`src/rtl/lcd_spi_pkg.sv`:
```
`default_nettype none
// ============================================================================
// Module   : lcd_spi_pkg
// Brief    : Shared types and constants for the streaming SPI LCD transmitter
//            (FSM state encoding, FIFO entry layout, word lengths).
// Revision : 1.0 - initial release
// ============================================================================
package lcd_spi_pkg;

    // Transmitter sequencing states
    typedef enum logic [2:0] {
        ST_IDLE  = 3'd0,
        ST_LOAD  = 3'd1,
        ST_SHIFT = 3'd2,
        ST_HOLD  = 3'd3,
        ST_GAP   = 3'd4
    } state_e;

    // FIFO entry layout: {ncommand, wide, data[15:0]}
    localparam int c_ENTRY_W      = 18;
    localparam int c_IDX_NCMD     = 17;
    localparam int c_IDX_WIDE     = 16;
    localparam int c_IDX_DATA_MSB = 15;
    localparam int c_IDX_DATA_LSB = 0;

    // Word lengths in bits, sized to the bit counter
    localparam logic [4:0] c_BITS_NARROW = 5'd8;
    localparam logic [4:0] c_BITS_WIDE   = 5'd16;

endpackage : lcd_spi_pkg
`default_nettype wire

```
`src/rtl/lcd_spi_fifo.sv`:
```
`default_nettype none
// ============================================================================
// Module   : lcd_spi_fifo
// Brief    : Synchronous FIFO, power-of-two DEPTH, registered full/empty/level.
//            A push while full is dropped even if a pop happens the same cycle.
// Revision : 1.0 - initial release
// ============================================================================
module lcd_spi_fifo #(
    parameter int DEPTH = 16,
    parameter int WIDTH = 18
) (
    input  logic                     i_clk,
    input  logic                     i_rst,
    input  logic                     i_push,
    input  logic [WIDTH-1:0]         i_wdata,
    input  logic                     i_pop,
    output logic [WIDTH-1:0]         o_rdata,
    output logic                     o_full,
    output logic                     o_empty,
    output logic [$clog2(DEPTH):0]   o_level
);

    localparam int PTR_W = $clog2(DEPTH);
    localparam int LVL_W = PTR_W + 1;
    localparam logic [LVL_W-1:0] c_FULL_LEVEL = LVL_W'(DEPTH);

    logic [WIDTH-1:0] mem_q [DEPTH];
    logic [PTR_W-1:0] wr_ptr_q;
    logic [PTR_W-1:0] rd_ptr_q;
    logic [LVL_W-1:0] count_q;
    logic             w_push_ok;
    logic             w_pop_ok;

    assign o_full    = (count_q == c_FULL_LEVEL);
    assign o_empty   = (count_q == '0);
    assign o_level   = count_q;
    assign o_rdata   = mem_q[rd_ptr_q];
    assign w_push_ok = i_push & ~o_full;
    assign w_pop_ok  = i_pop & ~o_empty;

    // Storage write; contents need no reset since count gates every read
    always_ff @(posedge i_clk) begin
        if (w_push_ok) begin
            mem_q[wr_ptr_q] <= i_wdata;
        end
    end

    // Pointer and occupancy bookkeeping; pointers wrap naturally at DEPTH
    always_ff @(posedge i_clk) begin
        if (i_rst) begin
            wr_ptr_q <= '0;
            rd_ptr_q <= '0;
            count_q  <= '0;
        end else begin
            if (w_push_ok) begin
                wr_ptr_q <= wr_ptr_q + 1'b1;
            end
            if (w_pop_ok) begin
                rd_ptr_q <= rd_ptr_q + 1'b1;
            end
            case ({w_push_ok, w_pop_ok})
                2'b10:   count_q <= count_q + 1'b1;
                2'b01:   count_q <= count_q - 1'b1;
                default: count_q <= count_q;
            endcase
        end
    end

endmodule : lcd_spi_fifo
`default_nettype wire

```
`src/rtl/lcd_spi_stream_tx.sv`:
```
`default_nettype none
// ============================================================================
// Module   : lcd_spi_stream_tx
// Brief    : FIFO-buffered SPI transmitter for ST7735S-style LCDs. Sends 8- or
//            16-bit words MSB first with per-word D/C, keeping SS low across
//            back-to-back words.
//            Optional macro LCD_SPI_OVERFLOW_FLAG_EN adds a sticky o_overflow.
// Revision : 1.0 - initial release
// ============================================================================
module lcd_spi_stream_tx
    import lcd_spi_pkg::*;
#(
    parameter int c_CLOCK_PER_SPI_HALF_BIT = 50,
    parameter int c_FIFO_DEPTH             = 16,
    parameter bit c_CPOL                   = 1'b0,
    parameter int c_SS_GAP_CYCLES          = 4
) (
    input  logic                              i_clk,
    input  logic                              i_rst,
    input  logic                              i_ncommand,
    input  logic                              i_wide,
    input  logic [15:0]                       i_data,
    input  logic                              i_data_valid,
    output logic                              o_data_ready,
    output logic [$clog2(c_FIFO_DEPTH):0]     o_fifo_level,
    output logic                              o_waiting,
    output logic                              o_spi_clk,
    output logic                              o_spi_mosi,
    output logic                              o_spi_dc,
`ifdef LCD_SPI_OVERFLOW_FLAG_EN
    output logic                              o_overflow,
`endif
    output logic                              o_spi_ss
);

    localparam int c_CNT_MAX = (c_CLOCK_PER_SPI_HALF_BIT > c_SS_GAP_CYCLES) ?
                               c_CLOCK_PER_SPI_HALF_BIT : c_SS_GAP_CYCLES;
    localparam int c_CNT_W   = $clog2(c_CNT_MAX + 1);
    localparam logic [c_CNT_W-1:0] c_HALF_LAST = c_CNT_W'(c_CLOCK_PER_SPI_HALF_BIT - 1);
    localparam logic [c_CNT_W-1:0] c_GAP_LAST  = c_CNT_W'(c_SS_GAP_CYCLES - 1);

    logic [c_ENTRY_W-1:0] w_rdata;
    logic                 w_full;
    logic                 w_empty;
    logic                 w_pop;
    logic                 w_push_acc;

    state_e               state_q,   state_d;
    logic [c_CNT_W-1:0]   cnt_q,     cnt_d;
    logic                 half_q,    half_d;
    logic [4:0]           bits_q,    bits_d;
    logic [15:0]          sr_q,      sr_d;
    logic                 sck_q,     sck_d;
    logic                 dc_q,      dc_d;
    logic                 ss_q,      ss_d;
    logic                 waiting_q, waiting_d;

    assign w_push_acc   = i_data_valid & ~w_full;
    assign o_data_ready = ~w_full;
    assign o_waiting    = waiting_q;
    assign o_spi_clk    = sck_q;
    assign o_spi_mosi   = sr_q[15];
    assign o_spi_dc     = dc_q;
    assign o_spi_ss     = ss_q;

    lcd_spi_fifo #(
        .DEPTH (c_FIFO_DEPTH),
        .WIDTH (c_ENTRY_W)
    ) u_fifo (
        .i_clk   (i_clk),
        .i_rst   (i_rst),
        .i_push  (i_data_valid),
        .i_wdata ({i_ncommand, i_wide, i_data}),
        .i_pop   (w_pop),
        .o_rdata (w_rdata),
        .o_full  (w_full),
        .o_empty (w_empty),
        .o_level (o_fifo_level)
    );

    // State and datapath registers; reset aborts any word in flight
    always_ff @(posedge i_clk) begin
        if (i_rst) begin
            state_q   <= ST_IDLE;
            cnt_q     <= '0;
            half_q    <= 1'b0;
            bits_q    <= '0;
            sr_q      <= '0;
            sck_q     <= c_CPOL;
            dc_q      <= 1'b0;
            ss_q      <= 1'b1;
            waiting_q <= 1'b1;
        end else begin
            state_q   <= state_d;
            cnt_q     <= cnt_d;
            half_q    <= half_d;
            bits_q    <= bits_d;
            sr_q      <= sr_d;
            sck_q     <= sck_d;
            dc_q      <= dc_d;
            ss_q      <= ss_d;
            waiting_q <= waiting_d;
        end
    end

    // Next-state logic: load, shift bits half by half, hold SS, then gap
    always_comb begin
        state_d = state_q;
        cnt_d   = cnt_q;
        half_d  = half_q;
        bits_d  = bits_q;
        sr_d    = sr_q;
        sck_d   = sck_q;
        dc_d    = dc_q;
        ss_d    = ss_q;
        w_pop   = 1'b0;

        case (state_q)
            ST_IDLE: begin
                if (!w_empty) begin
                    state_d = ST_LOAD;
                end
            end

            ST_LOAD: begin
                // Narrow words are left-justified so MOSI always comes from bit 15
                w_pop  = 1'b1;
                sr_d   = w_rdata[c_IDX_WIDE] ? w_rdata[c_IDX_DATA_MSB:c_IDX_DATA_LSB]
                                             : {w_rdata[c_IDX_DATA_LSB+7:c_IDX_DATA_LSB], 8'h00};
                bits_d  = w_rdata[c_IDX_WIDE] ? c_BITS_WIDE : c_BITS_NARROW;
                dc_d    = w_rdata[c_IDX_NCMD];
                ss_d    = 1'b0;
                sck_d   = c_CPOL;
                cnt_d   = '0;
                half_d  = 1'b0;
                state_d = ST_SHIFT;
            end

            ST_SHIFT: begin
                if (cnt_q == c_HALF_LAST) begin
                    cnt_d = '0;
                    if (!half_q) begin
                        half_d = 1'b1;
                        sck_d  = ~c_CPOL;
                    end else begin
                        half_d = 1'b0;
                        sck_d  = c_CPOL;
                        sr_d   = {sr_q[14:0], 1'b0};
                        bits_d = bits_q - 1'b1;
                        if (bits_q == 5'd1) begin
                            state_d = w_empty ? ST_HOLD : ST_LOAD;
                        end
                    end
                end else begin
                    cnt_d = cnt_q + 1'b1;
                end
            end

            ST_HOLD: begin
                if (cnt_q == c_HALF_LAST) begin
                    cnt_d   = '0;
                    ss_d    = 1'b1;
                    state_d = ST_GAP;
                end else begin
                    cnt_d = cnt_q + 1'b1;
                end
            end

            ST_GAP: begin
                if (cnt_q == c_GAP_LAST) begin
                    cnt_d   = '0;
                    dc_d    = 1'b0;
                    state_d = ST_IDLE;
                end else begin
                    cnt_d = cnt_q + 1'b1;
                end
            end

            default: begin
                state_d = ST_IDLE;
            end
        endcase

        // Idle indication tracks the FIFO contents as they will be next cycle
        waiting_d = (state_d == ST_IDLE) && w_empty && !w_push_acc;
    end

`ifdef LCD_SPI_OVERFLOW_FLAG_EN
    logic overflow_q;

    assign o_overflow = overflow_q;

    // Sticky record of any push attempted while the FIFO was full
    always_ff @(posedge i_clk) begin
        if (i_rst) begin
            overflow_q <= 1'b0;
        end else if (i_data_valid && w_full) begin
            overflow_q <= 1'b1;
        end
    end
`endif

endmodule : lcd_spi_stream_tx
`default_nettype wire

```
`config.mk`:
```
export PLATFORM = sky130hd
export DESIGN_NAME = lcd_spi_stream_tx
export DESIGN_NICKNAME = d
export VERILOG_FILES = /design/src/rtl/lcd_spi_pkg.sv /design/src/rtl/lcd_spi_fifo.sv /design/src/rtl/lcd_spi_stream_tx.sv
export SDC_FILE = /design/constraint.sdc
export NUM_CORES = 1
export LEC_CHECK = 0
export CAP_MARGIN = 20
export CORE_MARGIN = 4
export CORE_UTILIZATION = 55
export DETAILED_ROUTE_END_ITERATION = 10
export HOLD_SLACK_MARGIN = 0.15
export PLACE_DENSITY_LB_ADDON = 0.12
export SETUP_SLACK_MARGIN = 0.3
export SYNTH_ARGS = -nofsm -noshare
export SYNTH_HDL_FRONTEND = slang
export SYNTH_SLANG_ARGS = --single-unit
```
`constraint.sdc`:
```
create_clock -name i_clk -period 3.5 [get_ports i_clk]
set_input_delay 0.7 -clock i_clk [delete_from_list [all_inputs] [get_ports i_clk]]
set_output_delay 0.7 -clock i_clk [all_outputs]
set_load 0.005 [all_outputs]
```
Word level (Yosys, flattened, before mapping)
Memory sizes are Yosys's and may differ from the RTL's. A register that Yosys moved wholly into a read port is not among the register bits. Cells that the tools add are included.

Output and inout bits: 11. Bits in latches: 0. Input bits: 21. Logic and storage cells: 84. Register bits after elaboration: 47. Memory bits (writable): 288. Memories kept: 1. Memory bits (read-only): 0.

Memories: u_fifo.mem_q (depth 16, width 18, read ports 1, clocked after Yosys merged registers in 1, write ports 1, line lcd_spi_fifo.sv:27) `logic [WIDTH-1:0] mem_q [DEPTH];`.

Order comparisons: 0. Multiply operators: 0. Reductions and logical operators: 16. Div/mod/pow operators: 0. Shift operators: 0. Add/sub/neg operators: 6. Mux-type cells: 32. Equal/unequal tests: 14. Bitwise operators: 4.

Operators with widths (number): 16-bit two-way mux (3); 16-bit one-hot mux with 2 select lines (1); 5-bit one-hot mux with 2 select lines (2); 3-bit two-way mux (6); 6-bit one-hot mux with 3 select lines (1); 5-bit two-way mux (3); 3-bit one-hot mux with 5 select lines (1); 6-bit two-way mux (2); 5-bit by 1-bit subtractor with 5-bit output (second input constant) (2); 4-bit by 1-bit adder with 4-bit output (second input constant) (2); 4-bit two-way mux (2); 2-bit != test (second input constant) (4); 2-bit nonzero test (4); 1-bit two-way mux (7); 6-bit by 1-bit adder with 6-bit output (second input constant) (1); 3-bit by 2-bit equality test with 1-bit output (second input constant) (2); 6-bit by 2-bit equality test with 1-bit output (second input constant) (1); 6-bit equality test (second input constant) (1); 3-bit zero test (2); 1-bit one-hot mux with 2 select lines (3); 2-bit AND reduction (3); 5-bit by 1-bit adder with 5-bit output (second input constant) (1); 5-bit by 1-bit equality test with 1-bit output (second input constant) (1); 5-bit equality test (second input constant) (1); 13 further kinds (16).

Depth between registers and ports, before layout
Depth after elaboration: 9. Mapped depth: 12. Gate-level depth less buffers: 11.

Hierarchy
Synthesis repeated with hierarchy kept, for this count alone.

Cells, all modules: 777. Area total of the unflattened synthesis: 13574.3 sq um.

By module, submodules not included: lcd_spi_fifo (instances 1, area each 11785.1 sq um, cells an instance 567); lcd_spi_stream_tx (instances 1, area each 1789.2 sq um, cells an instance 210).

Worst setup path after synthesis
No wires, ideal clock.

Path kind: input to register. Start: input i_data_valid. End: memory u_fifo.mem_q[3][0], enable pin. Setup slack: 438 ps. Arrival time: 2646 ps. Path buffers: 0. Stages on the path: 3. Library setup time: 416 ps. Cell sequence: a21boi_1 nand2_1 nor3_1.

Longest elaborated chain between the ends: 3.

Ends and longest elaborated chain: start, declared (line lcd_spi_stream_tx.sv:23) `input logic i_data_valid,`; 1-bit AND (line lcd_spi_fifo.sv:38) `assign w_push_ok = i_push & ~o_full;`; 1-bit two-way mux (line lcd_spi_fifo.sv:43) `if (w_push_ok) begin`; 1-bit two-way mux (implied by the code) (line lcd_spi_fifo.sv:44) `mem_q[wr_ptr_q] <= i_wdata;`; end, declared (line lcd_spi_fifo.sv:27).

Every way passes these cells.

Worst setup path after layout
Start: register state_q[0]. End: register u_fifo.count_q[4], in the netlist u_fifo.o_level[4].

Longest elaborated chain between the ends: 5. Elaborated cells on any way between the ends: 7. Classes of those cells: eq/ne (3); mux (2); bitwise (1); reduce/logical (1).

Ends and longest elaborated chain: start, declared (line lcd_spi_stream_tx.sv:48) `state_e state_q, state_d;`; start signal, assigned (line lcd_spi_stream_tx.sv:94) `state_q <= state_d;`; 3-bit by 1-bit equality test with 1-bit output * (line lcd_spi_stream_tx.sv:118) `case (state_q)`; 1-bit two-way mux * (line lcd_spi_stream_tx.sv:118); 1-bit AND * (line lcd_spi_fifo.sv:39) `assign w_pop_ok = i_pop & ~o_empty;`; 2-bit by 1-bit equality test with 1-bit output / 2-bit equality test (equally long branches) (line lcd_spi_fifo.sv:61) `case ({w_push_ok, w_pop_ok})`; 5-bit one-hot mux with 2 select lines / 2-bit nonzero test (equally long branches); end signal, assigned (line lcd_spi_fifo.sv:62) `2'b10: count_q <= count_q + 1'b1;`; end signal, assigned (line lcd_spi_fifo.sv:63) `2'b01: count_q <= count_q - 1'b1;`; end signal, assigned (line lcd_spi_fifo.sv:64) `default: count_q <= count_q;`; end, declared (line lcd_spi_fifo.sv:30) `logic [LVL_W-1:0] count_q;`.

Every way passes the cells marked *; elsewhere a longest branch is shown, timed or not. A chain may end at the register's enable or synchronous reset.

==> flow_summary_export.csv <==
group,metric,value,unit
route,drc,0,
cts,clk_pin_slew,0.06,ns
sta,setup_viol,0,
route,num_vias,7126,
die,die_w,165,microns
layout,area_growth_syn_to_layout,15.4,%
logic_synthesis,synth-edff-count,288,
cts,cts_buffers,36,
cts,clock_path_buffers,3,
logic_synthesis,synth_fp_nets,786,
placement,dp_hpwl,17800,microns
die,die_y,165,microns
die,start_util,55.7,%
route,wl,28400,microns
critical_path,start_kind,"flip-flop",
layout,nFillCells,1668,
job,maxCapViolations,0,
route,wire_per_inst,24.3,microns
layout,layout-drive-gt1-share,24.1,%
layout,final_nets,857,
critical_path,crit_type,"reg2reg",
critical_path,path_cells,"or3b_4 > a21oi_1 > ha_1 > inv_1 > fa_1 > nor2b_1 > o21ai_0 > and3_1 > or4_1 > a21oi_1",
critical_path,critPathMaxFanout,14,
global_routing,grt_max_degree,49,
placement,gp_congestion,0.810,
layout,multi_input_area,3660,sq um
cts,htreeDepth,2,
cts,ctsHoldBuffers,0,
die,core_area,24200,sq um
route,drt_iter0_drc,842,
cts,cts_tree,"built",
die,io_pins,32,
critical_path,critical_path_required,3.91,ns
sta,worst_pin_slew,1.10,ns
layout,seqCellArea,9680,sq um
logic_synthesis,ys_types,54,
global_routing,grt-ovfl-total,0,
sta,rsz0062_at_grt,"false",
sta,finalSetupTns,0,ns
route,firstDrtPassIters,5,
sta,maxSlewHeadroom,26.3,%
min_path,min_path_cells,2,
critical_path,critPathSlowestCell,"dfxtp_2",
min_path,holdCritPathClass,"reg2reg",
pwr,power-per-cell-area,632,nW/um^2
global_routing,grt_pass1_vias,7498,
placement,io_buffers,31,
critical_path,cp.arrival,3.40,ns
critical_path,reg2regPathDepth,10,
layout,postLayoutCoreUtil,64.3,%
sta,hold_viol,0,
sta,report.final.slew_viol_count,0,
sta,holdWs,0.499,ns
logic_synthesis,synthArstFlopShare,0,%
die,fp-row-count,57,
critical_path,cp_slowest_stage_delay,0.46,ns
logic_synthesis,yosysSeqAreaShare,71.6,%
pwr,leakagePower,0.00494,uW
logic_synthesis,synth-main-ff-cell,"edfxtp_1",
cts,clock_sinks,339,
route,antenna_left,0,
global_routing,antenna_found_initial,0,
sta,fin_worst_skew,0.0161,ns
critical_path,path_depth,10,
logic_synthesis,synth.avg_cell_area,18.0,sq um
sta,clock.fmax,335,MHz
cts,clock_latency,0.51,ns
critical_path,end_kind,"flip-flop",
global_routing,grt_use_total,21.8,%
sta,fin_crit_sh,85.4,%
sta,fin_crit,2.99,ns
cts,cts-root-buf,"clkbuf_16",
status,status,"complete, no violations",
critical_path,crit_family,"simple AND/OR/NAND/NOR gates",
logic_synthesis,synthCells,751,
logic_synthesis,ys_seq_elements,339,
pwr,ir_worst_vdd,0.440,mV
layout,antenna_cells,0,
global_routing,grt_pass1_wl,43900,microns
route,avgViaCountPerCell,6.08,
critical_path,crit_buf_inv,1,
logic_synthesis,synth_area,13500,sq um
critical_path,path_common_cell,"a21oi_1",
die,die_area,27100,sq um
logic_synthesis,ys_warn_count,0,
worst paths after layout:
kind                                    endpoint  slack [ns]                  start
setup / recovery  u_fifo.o_level[4]$_SDFFE_PP0P_        0.51  state_q[0]$_SDFF_PP0_
hold / removal             sr_q[11]$_SDFFE_PP0P_        0.50  sr_q[11]$_SDFFE_PP0P_
setup reg to reg  u_fifo.o_level[4]$_SDFFE_PP0P_        0.51  state_q[0]$_SDFF_PP0_
hold reg to reg            sr_q[11]$_SDFFE_PP0P_        0.50  sr_q[11]$_SDFFE_PP0P_
synth_stat cells (all sizes together), types with 5 or more instances:
| library cell | n | area, sq um |
|---|---|---|
| nand2 | 22 | 82.6 |
| nor3 | 18 | 90.1 |
| inv | 13 | 48.8 |
| xnor2 | 5 | 43.8 |
| a21oi | 17 | 85.1 |
| a211oi | 12 | 90.1 |
| o31ai | 5 | 42.5 |
| xor2 | 9 | 78.8 |
| edfxtp | 288 | 8650 |
| clkbuf | 23 | 86.3 |
| nand3 | 9 | 45.0 |
| ha | 13 | 163 |
| nor2 | 59 | 224 |
| o21ai | 9 | 45.0 |
| dfxtp | 51 | 1020 |
| mux4 | 76 | 1710 |
| mux2i | 30 | 300 |
| nor2b | 8 | 50.1 |
| buf | 19 | 103 |
| a221oi | 11 | 121 |
report_power, final:
group | switching [uW] | internal, uW | total, uW
registers | 187 | 4580 | 4770
logic | 824 | 749 | 1570
clock network | 1490 | 2010 | 3500
sequential cells by signal, indices dropped and copies added (netlist names), named ones only:
signal,flops
o_spi_ss,1
u_fifo.wr_ptr_q,4
state_q,3
o_waiting,1
sr_q,16
u_fifo.mem_q,288
u_fifo.o_level,5
o_spi_clk,1
cnt_q,6
o_spi_dc,1
bits_q,5
u_fifo.rd_ptr_q,4
stage by stage:
stage | setup slack, ns | instance area, sq um | total power (uW) | cells
global route | 0.316 | 15600 | 10300 | 1172
finish | 0.512 | 15600 | 9850 | 1172
detailed placement | 0.276 | 14500 | 6430 | 1108
CTS | 0.314 | 15600 | 9920 | 1172
global placement | 0.367 | 14500 | 6350 | 1108
floorplan | 0.438 | 13500 | 5900 | 751
tightest hold or removal path, delay by kind of cell, from the launching register on:
| kind | cells | cell delay [ns] |
|---|---|---|
| and+or+nand+nor | 1 | 0.09 |
| DFF | 1 | 0.31 |
| AOI/OAI and AO/OA | 1 | 0.05 |
cells in the final DEF (no fill, tap or decap), types with 5 or more instances in the layout:
cell type and n:
ha_1 13, buf_4 39, nor2_1 46, xnor2_1 5, nor3_1 14, mux2i_1 30, clkbuf_16 37, o21ai_0 7
a221oi_1 7, nand2_1 22, a211oi_1 12, inv_1 13, mux4_2 76, dfxtp_1 47, clkinv_2 7, a21oi_1 17
edfxtp_1 288, nand3_1 9, xor2_1 9, clkdlybuf4s50_1 31, nor2_2 13, nor2b_1 8, clkinv_1 12, buf_12 5
repair_timing:
action                                  4_1_cts  5_1_grt
buffers inserted                              0        0
endpoints found under the setup margin        0        1
resized for setup                             0        2
layer usage:
layer / global-route usage (%) / routed length [microns] / vias to the layer above
met4: 6.09 / 602 / 0
met5: 0 / 0 / -
met1: 30.5 / 12000 / 3717
met2: 36.2 / 14300 / 216
met3: 3.62 / 1590 / 48
li1: - / - / 3145
final cells by class:
cell class | instances | area share, %
clock buffer | 39 | 6.00
clock inverter | 25 | 1.02
timing repair buffer | 75 | 4.51
multi-input combinational | 357 | 23.5
sequential | 339 | 62.1
tap | 324 | 2.60
inverter | 13 | 0.313
cells by family after synthesis:
| logic type | after synthesis | synth area share [%] |
|---|---|---|
| AOI/OAI and AO/OA | 75 | 4.08 |
| xor gates and xnor gates | 14 | 0.908 |
| adders and majority gates | 14 | 1.35 |
| buffers and inverters | 55 | 1.76 |
| DFF | 339 | 71.6 |
| muxes | 110 | 15.2 |
| and+or+nand+nor | 144 | 5.09 |
(Power assumes the default switching activity.)
